--- config.mk ---
export PLATFORM = sky130hd
export DESIGN_NAME = disp_value_reg
export DESIGN_NICKNAME = d
export VERILOG_FILES = /design/src/rtl/disp_value_reg_pkg.sv /design/src/rtl/disp_holdoff_timer.sv /design/src/rtl/disp_value_reg.sv
export SDC_FILE = /design/constraint.sdc
export NUM_CORES = 1
export LEC_CHECK = 0
export BUFFER_PORTS_ARGS = -buffer_cell sky130_fd_sc_hd__clkbuf_2
export CAP_MARGIN = 5
export CORE_ASPECT_RATIO = 1.25
export CORE_MARGIN = 10
export CORE_UTILIZATION = 51
export CTS_CLUSTER_SIZE = 14
export DETAILED_ROUTE_END_ITERATION = 10
export MAX_ROUTING_LAYER = met4
export PLACE_DENSITY = 0.78
export SLEW_MARGIN = 0
export SYNTH_ARGS = -nofsm -noshare
export SYNTH_HDL_FRONTEND = slang
export SYNTH_HIERARCHICAL = 1
export SYNTH_SLANG_ARGS = --single-unit
--- constraint.sdc ---
create_clock -name clk -period 7.4 [get_ports clk]
set_input_delay 0.37 -clock clk [delete_from_list [all_inputs] [get_ports clk]]
set_output_delay 0.37 -clock clk [all_outputs]
set_load 0.005 [all_outputs]
--- src/rtl/disp_value_reg_pkg.sv ---
// disp_value_reg_pkg: shared register offsets, bit indices, FSM states and display limit
package disp_value_reg_pkg;
  localparam logic [3:0] OFF_VALUE = 4'h0;
  localparam logic [3:0] OFF_CTRL = 4'h4;
  localparam logic [3:0] OFF_STATUS = 4'h8;
  localparam int CTRL_HOLD_EN = 0;
  localparam int CTRL_FREEZE = 1;
  localparam int STAT_PENDING = 0;
  localparam int STAT_OVF = 1;
  localparam logic [15:0] DISP_LIMIT = 16'd9999;
  typedef enum logic {ST_IDLE, ST_RESP} state_t;
endpackage

--- src/rtl/disp_holdoff_timer.sv ---
// disp_holdoff_timer: hold-off countdown; loads HOLD_CYCLES-1 on commit, flags zero (ports: clk, rst, commit in; zero out)
module disp_holdoff_timer #(
  parameter logic [31:0] HOLD_CYCLES = 32'd1_000_000
) (
  input  logic clk,
  input  logic rst,
  input  logic commit,
  output logic zero
);
  logic [31:0] hold_cnt;
  assign zero = hold_cnt == 32'd0;
  always_ff @(posedge clk or posedge rst)
    if (rst) hold_cnt <= '0;
    else hold_cnt <= commit ? HOLD_CYCLES - 32'd1 : zero ? hold_cnt : hold_cnt - 32'd1;
endmodule

--- src/rtl/disp_value_reg.sv ---
// disp_value_reg: bus-mapped display value register with saturation, hold-off and freeze (ports: bus valid/ready slave, data/overflow to translator)
module disp_value_reg
  import disp_value_reg_pkg::*;
#(
  parameter logic [31:0] ADDR_BASE = 32'h1000_0000,
  parameter logic [31:0] HOLD_CYCLES = 32'd1_000_000,
  parameter logic [15:0] MAX_VAL = DISP_LIMIT
) (
  input  logic        clk,
  input  logic        rst,
  input  logic        bus_valid,
  input  logic        bus_we,
  input  logic [31:0] bus_addr,
  input  logic [31:0] bus_wdata,
  input  logic [3:0]  bus_wstrb,
  output logic        bus_ready,
  output logic [31:0] bus_rdata,
  output logic [15:0] data,
  output logic        overflow
);
  state_t state;
  logic [15:0] pend_val, nv;
  logic [3:0] off;
  logic [31:0] rd;
  logic pending, ovf, hold_en, freeze, zero, commit, acc, wr_val, wr_ctrl, wr_stat, sat, ovf_clr;
  logic unused_bits;
  assign unused_bits = ^{bus_addr[1:0], bus_wdata[31:16], bus_wstrb[3:2]};
  assign overflow = ovf;
  always_comb begin
    off = {bus_addr[3:2], 2'b00};
    acc = state == ST_IDLE && bus_valid && bus_addr[31:4] == ADDR_BASE[31:4];
    wr_val = acc && bus_we && off == OFF_VALUE;
    wr_ctrl = acc && bus_we && off == OFF_CTRL && bus_wstrb[0];
    wr_stat = acc && bus_we && off == OFF_STATUS;
    nv = {bus_wstrb[1] ? bus_wdata[15:8] : pend_val[15:8], bus_wstrb[0] ? bus_wdata[7:0] : pend_val[7:0]};
    sat = nv > MAX_VAL;
    ovf_clr = wr_stat && bus_wstrb[0] && bus_wdata[STAT_OVF];
    commit = pending && !freeze && (!hold_en || zero);
    rd = off == OFF_VALUE  ? {16'b0, data} :
         off == OFF_CTRL   ? {30'b0, freeze, hold_en} :
         off == OFF_STATUS ? {30'b0, ovf, pending} : 32'b0;
  end
  disp_holdoff_timer #(.HOLD_CYCLES(HOLD_CYCLES)) u_timer (
    .clk(clk),
    .rst(rst),
    .commit(commit),
    .zero(zero)
  );
  always_ff @(posedge clk or posedge rst)
    if (rst) begin
      state <= ST_IDLE;
      bus_ready <= 1'b0;
      bus_rdata <= '0;
      data <= '0;
      pend_val <= '0;
      pending <= 1'b0;
      ovf <= 1'b0;
      hold_en <= 1'b0;
      freeze <= 1'b0;
    end else begin
      state <= acc ? ST_RESP : ST_IDLE;
      bus_ready <= acc;
      bus_rdata <= acc && !bus_we ? rd : '0;
      if (wr_val) pend_val <= sat ? MAX_VAL : nv;
      if (commit) data <= pend_val;
      // a write landing on a commit edge keeps the new value pending
      pending <= wr_val || (pending && !commit);
      ovf <= (wr_val && sat) || (ovf && !ovf_clr);
      if (wr_ctrl) begin
        hold_en <= bus_wdata[CTRL_HOLD_EN];
        freeze <= bus_wdata[CTRL_FREEZE];
      end
    end
endmodule

==> results.md, run 1 <==
- Most frequent cell on the critical path: or4_4
- CP max-delay cell: or4_4
- Drt first pass iters: 4
- Starting DRT DRC Count: 169
- WS Path Type: register to register
- RR Endpoint: u_timer/hold_cnt[27]
- Seq/Total Area, Yosys: 49.39%
- Post-CTS setup buffers: 0
- Die H: 122.7 um
- Final hold vios: 0
- CP Launch Point: u_timer/hold_cnt[12]
- Crit Path Max Fanout: 36
- Slack of the critical path: 3.360 ns
- GRT Residual Overflow: 0
- Synth Flop Type: dfrtp_1
- Synthesis warning total: 6
- Antenna violations before repair: 0
- WL final: 9.674 mm
- Hold_buf cts: 0
- Yosys cell types: 58
- Period minus WS final: 4.040 ns
- Status: complete, no violations
- Post-cts sizing count: 0
- Worst path max stage delay: 0.60 ns
- Mean Syn Cell Area: 10.66 um2
- Final Non-Filler Cells: 588
- DPL Wire Length: 7.241 mm
- Setup Viol. Count Final: 0
- Worst Tran Pin Value: 1.111 ns
- DR WL/cell: 16.45 um
- Largest net degree at the start of global routing: 54
- Area of the mapped netlist: 0.004307 mm2
- Crit-path cells: or4_4, or4_4, nor4_4, nand2b_1, nand3b_1, inv_1, buf_4, nor2_1, mux2_1
- Post-placement setup slack: 3.332 ns
- Total track usage: 16.24%
- Drt drc: 0
- Die X: 102.2 um
- Crit start category: register
- Placement Rows: 37
- Number of flops mapped to enable cells by yosys: 0
- Nets: 559
- CORE AREA: 0.008240 mm2
- Die area: 0.01254 mm2
- CTS tree: done
- Area of the multi-input gates: 0.001989 mm2
- Core Util, Final: 59.55%
- # fillers: 710
- Max-cap violations: 0
- GP Congestion: 0.8458
- Detail Route Antenna Nets: 0
- Hold crit path type: input pin to async pin
- First-pass GRT wire length: 16.07 mm
- Vias in the first global route: 3,549
- Post-synthesis async set-or-reset flop share: 100.0%
- Max IR drop VDD: 0.1205 mV
- # port buffers: 85
- Worst skew pair latency: 0.37 ns
- DR vias/cell: 5.838
- Clk buf depth: 2
- Mapped Cells: 404
- Slew HR: 25.36%
- Routed vias: 3,433
- Number of CTS-inserted buffers: 9
- Fin Clk Skew: 0.02043 ns
- # placed instances: 572
- TNS Setup: 0 ns
- Slew Viols, Final: 0
- Synthesized flop and latch total: 85
- R2R Setup Slk: 3.36 ns
- H-tree depth: 3
- Layout cells sized above 1: 29.33%
- Leakage Power: 2.377 nW
- RSZ-0062 raised after global routing: no
- Clock transition at the registers of the reported paths: 0.09 ns
- Clock sinks: 85
- Crit path arrival time: 4.29 ns
- PD cells: 166.8 mW/mm2
- Setup crit end kind: register
- Reg-to-Reg Start: u_timer/hold_cnt[12]
- Starting Density: 52.26%
- Synth-to-layout area growth: 13.95%
- Io pins: 122
- Crit share post-route: 54.59%
- CTS Root Cell: clkbuf_8
- FMAX: 247.5 MHz
- Register Area: 0.002127 mm2
- Worst path required time: 7.65 ns
- Final antenna diode count: 0
- Register-to-Register Path Depth: 9
-- logic make-up (layout without fill, tap and decap cells) --
logic type / Yosys count / in the layout / share of synthesized area, %
and+or+nand+nor: 186 / 186 / 28.04
DFF: 85 / 85 / 49.39
AOI/OAI and AO/OA: 62 / 62 / 9.646
buffers and inverters: 43 / 115 / 5.724
muxes: 24 / 24 / 6.421
xor gates and xnor gates: 2 / 2 / 0.4068
adders and majority gates: 1 / 1 / 0.2905
other: 1 / 16 / 0.08708
-- synth_stat cells, drive strengths merged (2+ instances only) --
master | number | area, um2
a21oi | 13 | 65.06
a22o | 4 | 35.03
and2 | 4 | 25.02
and3 | 14 | 87.58
buf | 21 | 163.9
clkbuf | 10 | 37.54
dfrtp | 85 | 2127
inv | 11 | 41.29
mux2 | 20 | 236.5
mux2i | 4 | 40.04
nand2 | 26 | 97.59
nand2b | 3 | 18.77
nand3 | 8 | 40.04
nand3b | 2 | 15.01
nand4 | 3 | 18.77
nor2 | 14 | 52.55
nor2b | 12 | 75.07
nor3 | 9 | 50.05
nor4 | 24 | 207.7
nor4b | 4 | 56.30
o21a | 3 | 22.52
o21ai | 14 | 70.06
o22a | 8 | 70.07
o22ai | 3 | 18.77
o31ai | 12 | 90.09
or2 | 9 | 58.81
or3 | 23 | 143.9
or3b | 2 | 17.52
or4 | 22 | 172.7
or4b | 2 | 23.77
-- how the worst max path moves through the flow --
stage / slack, ns / endpoint / depth (start not counted)
floorplan: 3.99 / u_timer/hold_cnt[13] / 11
global placement: 3.41 / u_timer/hold_cnt[27] / 9
detailed placement: 3.33 / u_timer/hold_cnt[27] / 9
CTS: 3.33 / u_timer/hold_cnt[27] / 9
global route: 3.13 / u_timer/hold_cnt[10] / 9
finish: 3.36 / u_timer/hold_cnt[27] / 9
-- where the power goes --
group	internal (W)	leakage [nW]	switching (W)
sequential	0.000464	1.12	0.00000000564
combinational	0.0000148	1.16	0.0000259
clock	0.000129	0.0969	0.000185
total	0.000608	2.38	0.000210
-- flip-flops by register name, indices dropped and copies added (netlist names) --
register	count
bus_rdata	16
pending	1
data	16
pend_val	16
u_timer/hold_cnt	32
hold_en	1
freeze	1
overflow	1
bus_ready	1
-- layout by cell type, fill, tap and decap left out, types with 13 or more instances in the layout --
cell type and instances:
nor4_1 19, nor2_1 14, and3_1 14, o21ai_0 13
conb_1 16, clkbuf_2 85, or3_1 23, a21oi_1 13
mux2_2 16, nand2_1 26, or4_1 20, dfrtp_1 85
-- through the flow --
stage	hold WS, ns	cell area [um2]	power [W]
6_report	0.09268	4907	0.0008185
5_1_grt	0.1443	4907	0.0008493
4_1_cts	0.1002	4907	0.0008253
3_5_place_dp	0.4557	4723	0.0005140
3_3_place_gp	0.4510	4723	0.0005129
2_1_floorplan	0.4393	4363	0.0004972
-- final cells by class --
cell class	count	share of cell area (%)
tap	97	2.473
timing repair buffer	87	8.975
sequential	85	43.35
clock inverter	7	1.224
clock buffer	9	2.524
multi-input combinational	291	40.54
inverter	12	0.9179
-- critical path: cells and delay by family (launching register included) --
kind / cells / cell delay (ns)
buffers and inverters: 2 / 0.64
DFF: 1 / 0.44
muxes: 1 / 0.29
and+or+nand+nor: 6 / 2.55
-- metal layers --
metal,vias to the layer above,track usage (%),part of all wire [%]
li1,1633,-,-
met1,1698,18.40,43
met2,82,27.34,52
met3,20,3.260,3.1
met4,0,6.802,2.3
met5,-,-,0
Power figures use the tool's default switching activity.
==> run 2: changes to the inputs <==
- ABC_AREA: not set -> 1
- PLACE_DENSITY: 0.78 -> 0.77
- clock period: 7.4 -> 4.1 ns (I/O delays scaled with it)
==> run 2 against run 1 <==
Effect of this change:
- via count rose by 37%
- clock power grew 140%
- fmax rose by 33%
- critical endpoint is now u_timer/hold_cnt[25]
- largest cell class is now multi-input gates
- largest power group unchanged
==> results.md, run 2 <==
- TNS Setup: 0 ns (unchanged)
- Die area: 0.01403 mm2 (+12%)
- Detail Route Antenna Nets: 0 (unchanged)
- GP Congestion: 0.9569 (+13%)
- Drt drc: 0 (unchanged)
- Min-Delay Path Depth: 3
- Clk buf depth: 2 (unchanged)
- Nets: 860 (+54%)
- Number of CTS-inserted buffers: 9 (unchanged)
- Max-cap violations: 0 (unchanged)
- Worst Tran Pin Value: 1.083 ns (-0.02788 ns)
- Register-to-Register Path Depth: 11 (+2)
- Crit path to: u_timer/hold_cnt[25]
- Setup Viol. Count Final: 0 (unchanged)
- Clock sinks: 85 (unchanged)
- DR WL/cell: 13.75 um (-16%)
- Vias in the first global route: 4,652 (+31%)
- Most frequent cell on the critical path: nor2_1
- Status: complete, no violations
- First-pass GRT wire length: 21.09 mm (+31%)
- Area post-placement: 0.005398 mm2 (+14%)
- Max reg flops: 32 (unchanged)
- Seq/Total Area, Yosys: 43.11% (-6.3 points)
- WL final: 12.62 mm (+30%)
- Mean Syn Cell Area: 7.038 um2 (-34%)
- WS Path Type: register to register
- Crit start category: register
- FMAX: 329.1 MHz (+33%)
- Hold crit path type: input pin to register
- DR vias/cell: 5.108 (-13%)
- Crit share post-route: 74.11% (+20 points)
- Max IR drop VDD: 0.2039 mV (+69%)
- Synthesis warning total: 6 (unchanged)
- Crit Path Max Fanout: 26 (-28%)
- Final antenna diode count: 0 (unchanged)
- RSZ-0062 raised after global routing: no
- Setup crit end kind: register
- Crit-path cells: nor2_1, nand2_1, nor2_1, nand4_1, inv_1, o21a_1, clkinv_1, buf_4, nand2_4, clkinv_4, nor2_1
- Slack of the critical path: 1.061 ns (-2.299 ns)
- Mapped Cells: 701 (+74%)
- Starting DRT DRC Count: 246 (+46%)
- Worst path required time: 4.36 ns (-3.29 ns)
- Period minus WS final: 3.039 ns (-1.001 ns)
- DPL Wire Length: 9.823 mm (+36%)
- Dominant cell type by area after synthesis: dfrtp_1
- Post-synthesis async set-or-reset flop share: 100.0% (unchanged)
- CP max-delay cell: o21a_1
- Placement Rows: 40 (+8.1%)
- Area of the mapped netlist: 0.004933 mm2 (+15%)
- Synthesized flop and latch total: 85 (unchanged)
- Slew HR: 27.67% (+2.3 points)
- Number of flops mapped to enable cells by yosys: 0 (unchanged)
- Layout cells sized above 1: 18.81% (-11 points)
- PD cells: 299.3 mW/mm2 (+79%)
- GRT Residual Overflow: 0 (unchanged)
- Fin Clk Skew: 0.01032 ns (-0.01011 ns)
- Yosys cell types: 36 (-38%)
- CP bufs+invs: 4 (+2)
- Leading cell types in the layout, fill and taps excluded: 201 x nand2_1, 129 x nor2_1, 85 x dfrtp_1, 85 x clkbuf_2, 84 x inv_1
- Starting Density: 51.88% (-0.38 points)
- Die H: 130.0 um (+5.9%)
- Antenna violations before repair: 0 (unchanged)
- CP Launch Point: u_timer/hold_cnt[15]
- Top-count cell post-synth: nand2_1
- Post-synth top area share: 43.11% (-6.3 points)
- Synth Flop Type: dfrtp_1
- Area contributors post-synth: dfrtp_1 43%, nand2_1 15%, nor2_1 9.8%
- Clock transition at the registers of the reported paths: 0.07 ns (-0.02 ns)
- Final hold vios: 0 (unchanged)
- H-tree depth: 3 (unchanged)
- Total track usage: 19.09% (+2.9 points)
- Fin area: 0.005684 mm2 (+16%)
- Cell family with most CP delay: simple AND/OR/NAND/NOR gates
- CTS tree: done
- Crit path arrival time: 3.30 ns (-0.99 ns)
- Hold Startpoint: bus_wdata[1]
- Reg-to-Reg Start: u_timer/hold_cnt[15]
- Most common cell after layout, fill and taps aside: nand2_1
- CTS Root Cell: clkbuf_16
- Routed vias: 4,689 (+37%)
- # port buffers: 85 (unchanged)
- Die X: 108.0 um (+5.7%)
- RR Endpoint: u_timer/hold_cnt[25]
- Worst skew pair latency: 0.34 ns (-0.03 ns)
- Worst path max stage delay: 0.53 ns (-0.07 ns)
- Drt first pass iters: 7 (+3)
- Synth-to-layout area growth: 15.22%
- CORE AREA: 0.009509 mm2 (+15%)
- Levels on crit path: 11 (+2)
- Synth cell count leaders: 201 x nand2_1, 129 x nor2_1, 85 x dfrtp_1, 85 x inv_1, 52 x nand3_1
- Leakage Power: 2.874 nW (+21%)
- Io pins: 122 (unchanged)
- Largest register by flop count: u_timer/hold_cnt
- Post-placement setup slack: 1.075 ns (-2.257 ns)
- Largest net degree at the start of global routing: 54 (unchanged)
- Slew Viols, Final: 0 (unchanged)
- R2R Setup Slk: 1.06 ns (-2.30 ns)
[run 2: logic make-up after synthesis]
| family | count (synthesis) | synth area share (%) |
|---|---|---|
| AOI/OAI and AO/OA | 52 | 6.188 |
| xor gates and xnor gates | 1 | 0.1776 |
| adders and majority gates | 1 | 0.2536 |
| buffers and inverters | 119 | 10.96 |
| DFF | 85 | 43.11 |
| other | 1 | 0.07601 |
| and+or+nand+nor | 442 | 39.23 |
[run 2: tightest hold or removal path, cell delays in order]
cell	delay (ns)
clkbuf_2	0.11
nand3_1	0.08
nand2_1	0.05
[run 2: metrics by stage]
step | util, % | power (W) | hold WS [ns] | instances
after floorplan | - | 0.0009297 | 0.3212 | 716
after global placement | 56.76 | 0.0009578 | 0.3161 | 901
after detailed placement | 56.76 | 0.0009618 | 0.3203 | 901
after CTS | 59.78 | 0.001719 | 0.1258 | 918
after global routing | 59.78 | 0.001770 | 0.1358 | 918
final | 59.78 | 0.001701 | 0.1378 | 918
[run 2: worst min-delay path by stage]
stage | endpoint | slack (ns)
final | freeze | 0.14
after global placement | u_timer/hold_cnt[15] | 0.32
after global routing | hold_en | 0.14
after CTS | freeze | 0.13
after floorplan | u_timer/hold_cnt[0] | 0.32
after detailed placement | u_timer/hold_cnt[15] | 0.32
[run 2: layer usage]
metal / part of all wire [%] / wire [um] / GRT usage (%) / up-vias
li1: - / - / - / 2321
met1: 39 / 4944 / 20.23 / 2201
met2: 55 / 6892 / 34.46 / 146
met3: 4.2 / 532 / 3.996 / 21
met4: 2.0 / 252 / 6.220 / 0
met5: 0 / 0 / - / -
[run 2: where the power goes]
| group | leakage, nW | switching, W | total, W | internal [W] |
|---|---|---|---|---|
| clock network | 0.133 | 0.000339 | 0.000755 | 0.000416 |
| registers | 1.13 | 0.0000000118 | 0.000839 | 0.000839 |
| logic | 1.62 | 0.0000717 | 0.000108 | 0.0000364 |
[run 2: what timing repair did]
action / CTS / global route
setup buffers: 0 / 0
hold endpoints to repair: 32 / 0
gates resized for setup: 0 / 0
hold buffers: 1 / 0
[run 2: final cells by class]
type,count,area [um2]
Sequential cell,85,2127
Multi-Input combinational cell,512,2322
Timing Repair Buffer,89,457.9
Tap cell,126,157.7
Fill cell,922,3825
Clock buffer,10,229.0
Clock inverter,6,47.55
Inverter,90,342.8
